`src/rtl/pipe_stage_pkg.sv`:
```
// Shared types and constants for the skid-buffered pipeline stage.
// The stage's three occupancy states and the width of the optional statistics counters live here.
package pipe_stage_pkg;

    // EMPTY: nothing held. BUSY: one item in the main register. FULL: main plus skid both hold items.
    typedef enum logic [1:0] {
        ST_EMPTY = 2'd0,
        ST_BUSY  = 2'd1,
        ST_FULL  = 2'd2
    } stage_state_t;

    localparam int unsigned STAT_W = 32;

endpackage

```
`src/rtl/pipe_sat_counter.sv`:
```
// Saturating up-counter used for the stage statistics.
// It counts one per cycle while inc is high and sticks at all-ones instead of wrapping.
// Only the asynchronous reset clears it.
module pipe_sat_counter #(
    parameter int unsigned WIDTH = 32
) (
    input  logic             clk,
    input  logic             rst,
    input  logic             inc,
    output logic [WIDTH-1:0] count
);

    localparam logic [WIDTH-1:0] ONE     = WIDTH'(1);
    localparam logic [WIDTH-1:0] MAX_VAL = '1;

    logic [WIDTH-1:0] count_q;
    logic [WIDTH-1:0] count_d;

    // The increment is suppressed at the ceiling so the count never wraps back to zero
    always_comb begin
        count_d = count_q;
        if (inc && (count_q != MAX_VAL)) begin
            count_d = count_q + ONE;
        end
    end

    // Counter register, cleared by the asynchronous reset
    always_ff @(posedge clk or posedge rst) begin
        if (rst) begin
            count_q <= '0;
        end else begin
            count_q <= count_d;
        end
    end

    assign count = count_q;

endmodule

```
`src/rtl/pipe_stage_skid.sv`:
```
// Pipeline-stage register with a valid/ready handshake and a two-entry skid buffer.
// in_ready depends only on the registered state and on stop, so there is no combinational out_ready->in_ready path.
// stop freezes the stage, and flush squashes its contents.
// Optional feature: define STAGE_STATS_EN to add saturating stall and transfer counters (stall_cnt, xfer_cnt).
module pipe_stage_skid
    import pipe_stage_pkg::*;
#(
    parameter int unsigned       DATA_W     = 32,
    parameter int unsigned       NUM_FIELDS = 2,
    parameter logic [DATA_W-1:0] RESET_VAL  = '0
) (
    input  logic                         clk,
    input  logic                         rst,
    input  logic                         stop,
    input  logic                         flush,
    input  logic                         in_valid,
    output logic                         in_ready,
    input  logic [NUM_FIELDS*DATA_W-1:0] in_data,
    output logic                         out_valid,
    input  logic                         out_ready,
    output logic [NUM_FIELDS*DATA_W-1:0] out_data
`ifdef STAGE_STATS_EN
    ,
    output logic [STAT_W-1:0]            stall_cnt,
    output logic [STAT_W-1:0]            xfer_cnt
`endif
);

    localparam int unsigned      W          = NUM_FIELDS * DATA_W;
    localparam logic [W-1:0]     RESET_WORD = {NUM_FIELDS{RESET_VAL}};

    stage_state_t state_q, state_d;
    logic [W-1:0] main_q, main_d;
    logic [W-1:0] skid_q, skid_d;

    logic accept;
    logic transfer;

    // stop masks both handshake signals, so no accept or transfer can happen while the stage is frozen
    assign in_ready  = (state_q != ST_FULL)  & ~stop;
    assign out_valid = (state_q != ST_EMPTY) & ~stop;
    assign out_data  = main_q;

    assign accept   = in_valid & in_ready;
    assign transfer = out_valid & out_ready;

    // Next-state logic: stop holds everything and flush empties the stage.
    // Otherwise the skid buffer absorbs one item when downstream stalls.
    // A flush leaves the data registers alone because their contents are don't-care once the stage is invalid.
    always_comb begin
        state_d = state_q;
        main_d  = main_q;
        skid_d  = skid_q;
        if (stop) begin
            state_d = state_q;
        end else if (flush) begin
            state_d = ST_EMPTY;
        end else begin
            unique case (state_q)
                ST_EMPTY: begin
                    if (accept) begin
                        main_d  = in_data;
                        state_d = ST_BUSY;
                    end
                end
                ST_BUSY: begin
                    if (accept && transfer) begin
                        main_d = in_data;
                    end else if (accept) begin
                        skid_d  = in_data;
                        state_d = ST_FULL;
                    end else if (transfer) begin
                        state_d = ST_EMPTY;
                    end
                end
                ST_FULL: begin
                    if (transfer) begin
                        main_d  = skid_q;
                        state_d = ST_BUSY;
                    end
                end
                default: begin
                    state_d = ST_EMPTY;
                end
            endcase
        end
    end

    // State and data registers; reset drops all contents immediately
    always_ff @(posedge clk or posedge rst) begin
        if (rst) begin
            state_q <= ST_EMPTY;
            main_q  <= RESET_WORD;
            skid_q  <= RESET_WORD;
        end else begin
            state_q <= state_d;
            main_q  <= main_d;
            skid_q  <= skid_d;
        end
    end

`ifdef STAGE_STATS_EN
    logic stallInc;
    logic xferInc;

    // A stall is an occupied, unfrozen stage that downstream refuses to take from
    assign stallInc = (state_q != ST_EMPTY) & ~out_ready & ~stop;
    assign xferInc  = transfer;

    pipe_sat_counter #(.WIDTH(STAT_W)) u_stall_cnt (
        .clk   (clk),
        .rst   (rst),
        .inc   (stallInc),
        .count (stall_cnt)
    );

    pipe_sat_counter #(.WIDTH(STAT_W)) u_xfer_cnt (
        .clk   (clk),
        .rst   (rst),
        .inc   (xferInc),
        .count (xfer_cnt)
    );
`endif

endmodule

```
`config.mk`:
```
export PLATFORM = sky130hd
export DESIGN_NAME = pipe_stage_skid
export DESIGN_NICKNAME = d
export VERILOG_FILES = /design/src/rtl/pipe_stage_pkg.sv /design/src/rtl/pipe_sat_counter.sv /design/src/rtl/pipe_stage_skid.sv
export SDC_FILE = /design/constraint.sdc
export NUM_CORES = 1
export LEC_CHECK = 0
export ABC_AREA = 0
export BUFFER_PORTS_ARGS = -buffer_cell sky130_fd_sc_hd__buf_2
export CAP_MARGIN = 10
export CORE_ASPECT_RATIO = 0.5
export CORE_MARGIN = 1
export CORE_UTILIZATION = 58
export DETAILED_ROUTE_END_ITERATION = 6
export GPL_TIMING_DRIVEN = 1
export PLACE_DENSITY = 0.86
export SYNTH_ARGS = -nofsm -noshare
export SYNTH_HDL_FRONTEND = slang
export SYNTH_SLANG_ARGS = --single-unit
export TNS_END_PERCENT = 100
```
`constraint.sdc`:
```
create_clock -name clk -period 12 [get_ports clk]
set_clock_uncertainty 0.15 [all_clocks]
set_input_delay 1.2 -clock clk [delete_from_list [all_inputs] [get_ports clk]]
set_output_delay 1.2 -clock clk [all_outputs]
set_load 0.02 [all_outputs]
```
* Yosys cells after proc, flatten, opt, wreduce, memory -nomap -nowiden
Index checks and enable logic that the tools add are counted.
** Word-level totals
- Bits in registers :: 130
- Bits in latches :: 0
- Memory bits (writable) :: 0
- Memory bits (read-only) :: 0
- Input port bits :: 70
- Output and inout port bits :: 66
- Word-level logic and storage cells :: 38
- Memories kept :: 0
** Cells by class
- $add $sub $neg :: 0
- $mul :: 0
- Div/mod/pow operators :: 0
- Order comparisons :: 0
- Equality and inequality tests :: 10
- Shifts and indexed selects :: 0
- Muxes and demuxes :: 11
- Bitwise operators :: 7
- Reductions and logical operators :: 7
** Operators by type and width (count)
- 64-bit 2-to-1 mux :: 3
- 64-bit case mux with 3 select lines :: 1
- 2-bit 2-to-1 mux :: 6
- 5-bit AND reduction :: 2
- 3-bit inequality test, second input constant :: 3
- 2-bit inequality test, second input constant :: 4
- 2-bit case mux with 3 select lines :: 1
- 6-bit AND reduction :: 1
- 1-bit AND :: 4
- 4-bit inequality test, second input constant :: 1
- 1-bit NOT :: 3
- 3-bit nonzero test :: 1
- 2-bit by 1-bit == test with 1-bit output, second input constant :: 1
- 2-bit == test, second input constant :: 1
- 2-bit logical NOT :: 1
- 2-bit nonzero test :: 1
- 1-bit logical AND :: 1

* Depth between registers and ports, before layout
- Depth in word-level cells :: 8
- Mapped depth :: 6
- Mapped depth without buffers :: 3

* Worst setup path before layout
No wires, ideal clock.
- Path kind :: input -> output
- Start :: input port stop
- End :: output port in_ready
- Data arrival time :: 1504 ps
- Required time :: 10650 ps
- Setup slack :: 9146 ps
- Stages on the path :: 1
- Buffers on the path :: 0
- Cell sequence :: nor2b_1
** On the way
- Longest elaborated chain between the ends :: 2
** Ends and longest elaborated chain
- start: declaration :: RTL line pipe_stage_skid.sv:14 : input logic stop,
- 1-bit NOT (no source line)
- 1-bit AND :: RTL line pipe_stage_skid.sv:40 : assign in_ready = (state_q != ST_FULL) & ~stop;
- end: declaration :: RTL line pipe_stage_skid.sv:17 : output logic in_ready,
Every way passes these cells.

* Worst setup path after layout
- Start :: input port stop
- End :: register main_q[51] (netlist: out_data[51])
** On the way
- Longest elaborated chain between the ends :: 6
- Elaborated cells between the ends (all ways) :: 10
- Those cells by class :: 3 x eq/ne; 5 x bitwise; 2 x reduce/logical
** Ends and longest elaborated chain
- 1-bit NOT (no source line) *
- 1-bit AND (on tied branches) :: RTL line pipe_stage_skid.sv:40, pipe_stage_skid.sv:41
- 1-bit AND (on tied branches) :: RTL line pipe_stage_skid.sv:44, pipe_stage_skid.sv:45
- 1-bit logical AND :: RTL line pipe_stage_skid.sv:67 : if (accept && transfer) begin
- 2-bit inequality test (no source line)
- 6-bit AND reduction (no source line) *
- end signal: assignment :: RTL line pipe_stage_skid.sv:97 : main_q <= main_d;
- end: declaration :: RTL line pipe_stage_skid.sv:33 : logic [W-1:0] main_q, main_d;
Every way passes the cells marked *; elsewhere a longest branch is shown, timed or not.
A chain may end at the register's enable or synchronous reset.

==> flow_summary.json <==
{
  "synth_area_leader_cell": "dfrtp_1",
  "final_nets": 571,
  "crit_required_ns": 12.13,
  "antenna_left": 0,
  "firstDrtPassIters": 4,
  "clk_latency_ns": 0.40,
  "max_cap_viol_count": 0,
  "timing.fmax_mhz": 324,
  "rows": 25,
  "finalHoldViolCount": 0,
  "cts.repair.resized": 0,
  "cts_inserted_buffers": 17,
  "post-route-util": 0.751,
  "endpoint_kind": "register",
  "syn_nets": 435,
  "grt_pass1_wl_mm": 18.4,
  "r2r_cells": 4,
  "wl_met3_um": 476,
  "dieArea_um2": 10700,
  "synth_area_per_cell_um2": 16.3,
  "min_period_ns": 3.09,
  "dpl.hpwl_mm": 6.99,
  "drt-total-wl_mm": 11.2,
  "setup_violations": 0,
  "layout-drive-gt1-share": 0.564,
  "synth_cell_types": 21,
  "relSlewSlack": 0.410,
  "place.gp.congestion": 0.772,
  "ir_worst_vdd_v": 0.000116,
  "cts.clk_slew.worst_paths_ns": 0.06,
  "grt_max_degree": 68,
  "min_period_over_period": 0.257,
  "n_antenna_cell": 0,
  "synth_area_um2": 5940,
  "cts_hold_buffers": 0,
  "status": "finished, final reports clean",
  "first_iter_violations": 170,
  "clk_path_buf_depth": 2,
  "area_growth_pct": 22.7,
  "rsz0062_at_grt": "no",
  "wl_met1_mm": 4.95,
  "chipHeight_um": 73.5,
  "synth_seq_cells": 130,
  "start_util": 0.612,
  "via_per_inst": 5.32,
  "h-tree-depth": 4,
  "seq_area_frac_synth": 0.548,
  "hold_depth": 1,
  "wl_met2_mm": 5.60,
  "core_area_um2": 9700,
  "grt_pass1_vias": 3667,
  "highest_layer": "met4",
  "numPortBuffers": 135,
  "p_per_area_nw_per_um2": 214,
  "wl_per_cell_um": 17.3,
  "io_pins": 136,
  "path_class": "input pin to register",
  "setup_tns_ns": 0,
  "gr-total-overflow": 0,
  "power.leakage_uw": 0.00359,
  "antenna_found_initial": 0,
  "synth.area.top_cells": "dfrtp_1 (55%), mux2_4 (15%), mux2_1 (14%)",
  "cts_sinks": 130,
  "hold_class": "register to register",
  "gr-usage-all-layers": 0.229,
  "path_max_fanout": 47,
  "worstPathArrival_ns": 3.22,
  "critPathLaunchType": "input pin",
  "num_vias": 3452,
  "drc": 0,
  "die_w_um": 145,
  "post-cts-setup-buffers": 0,
  "nFillCells": 608,
  "cts_tree": "built",
  "slew_viol_final": 0,
  "cts-root-buf": "clkbuf_16",
  "syn_inst": 365,
  "synth_top_area_frac": 0.548,
  "ys_warn_count": 0,
  "worst-slew-pin-transition_ns": 0.885
}
==> critical path, stage by stage <==
cell	delay, ns
buf_2	0.14
nor2_1	0.22
a32o_4	0.48
buf_4	0.74
mux2_1	0.38
==> logic make-up (layout without fill, tap and decap cells) <==
kind of cell	count (synthesis)	in the layout	synth area share
AOI/OAI and AO/OA	4	4	0.00485
and+or+nand+nor	13	13	0.0126
buffers and inverters	24	173	0.0291
muxes	193	193	0.404
xor gates and xnor gates	1	1	0.00148
DFF	130	130	0.548
==> synth_stat cells <==
cell type,number
mux2_1,74
buf_6,9
nor3_1,2
a311oi_1,1
nand2_1,2
nor4b_1,1
nor2b_1,2
nand4b_1,1
buf_2,12
mux2_4,60
nor4bb_1,1
o21ai_0,1
xnor2_1,1
dfrtp_1,130
mux2_2,59
nand2b_1,1
a32o_1,1
o21ai_1,1
nor2_1,3
clkbuf_1,1
inv_1,2
==> metal layers <==
layer,GRT usage,vias to the layer above
met5,0,-
met4,0.0936,0
met3,0.0702,19
met2,0.388,72
met1,0.280,1779
li1,-,1582
==> worst paths after layout <==
kind	start	endpoint	slack [ns]
hold / removal	out_data[50]$_DFFE_PP0P_	out_data[50]$_DFFE_PP0P_	0.33
hold reg to reg	out_data[50]$_DFFE_PP0P_	out_data[50]$_DFFE_PP0P_	0.33
setup / recovery	stop	out_data[51]$_DFFE_PP0P_	8.91
max in group asynchronous	rst	out_data[8]$_DFFE_PP0P_	9.61
min in group asynchronous	rst	out_data[22]$_DFFE_PP0P_	0.79
setup reg to reg	state_q[1]$_DFFE_PP0P_	out_data[51]$_DFFE_PP0P_	9.35
==> cell usage in the layout (no fill, tap or decap), drive strengths merged <==
master	instances
mux2	193
nor4bb	1
nand2b	1
o21ai	2
clkinv	5
xnor2	1
buf	139
dfrtp	130
clkbuf	22
nand2	2
nand4b	1
nor4b	1
clkinvlp	1
nor2b	2
bufinv	4
nor2	3
a32o	1
inv	2
a311oi	1
nor3	2
==> per-stage QoR <==
stage	power [uW]	hold slack (ns)	instances	worst slack (ns)	area (um^2)
detailed placement	1030	0.322	617	8.51	6660
floorplan	904	0.307	365	7.18	5940
finish	1560	0.329	649	8.91	7280
CTS	1570	0.335	649	8.94	7280
global placement	1010	0.315	617	8.58	6660
global route	1630	0.346	649	8.80	7280
==> state kept, by name, summed over array words and instances (netlist names) <==
name      cells
skid_q       64
out_data     64
state_q       2
==> cell type report <==
class | instances | area [um^2] | area share
clock buffers | 22 | 464 | 0.0637
clock inverters | 10 | 156 | 0.0215
inverters | 2 | 10.0 | 0.00137
multi-input cells | 211 | 2520 | 0.347
flip-flops and latches | 130 | 3250 | 0.447
well taps | 135 | 169 | 0.0232
repair buffers | 139 | 706 | 0.0969
==> where the power goes <==
part / switching, uW / internal [uW] / total, uW
Combinational: 180 / 192 / 372
Sequential: 73.1 / 574 / 647
Clock: 184 / 358 / 541
(Power assumes the default switching activity.)
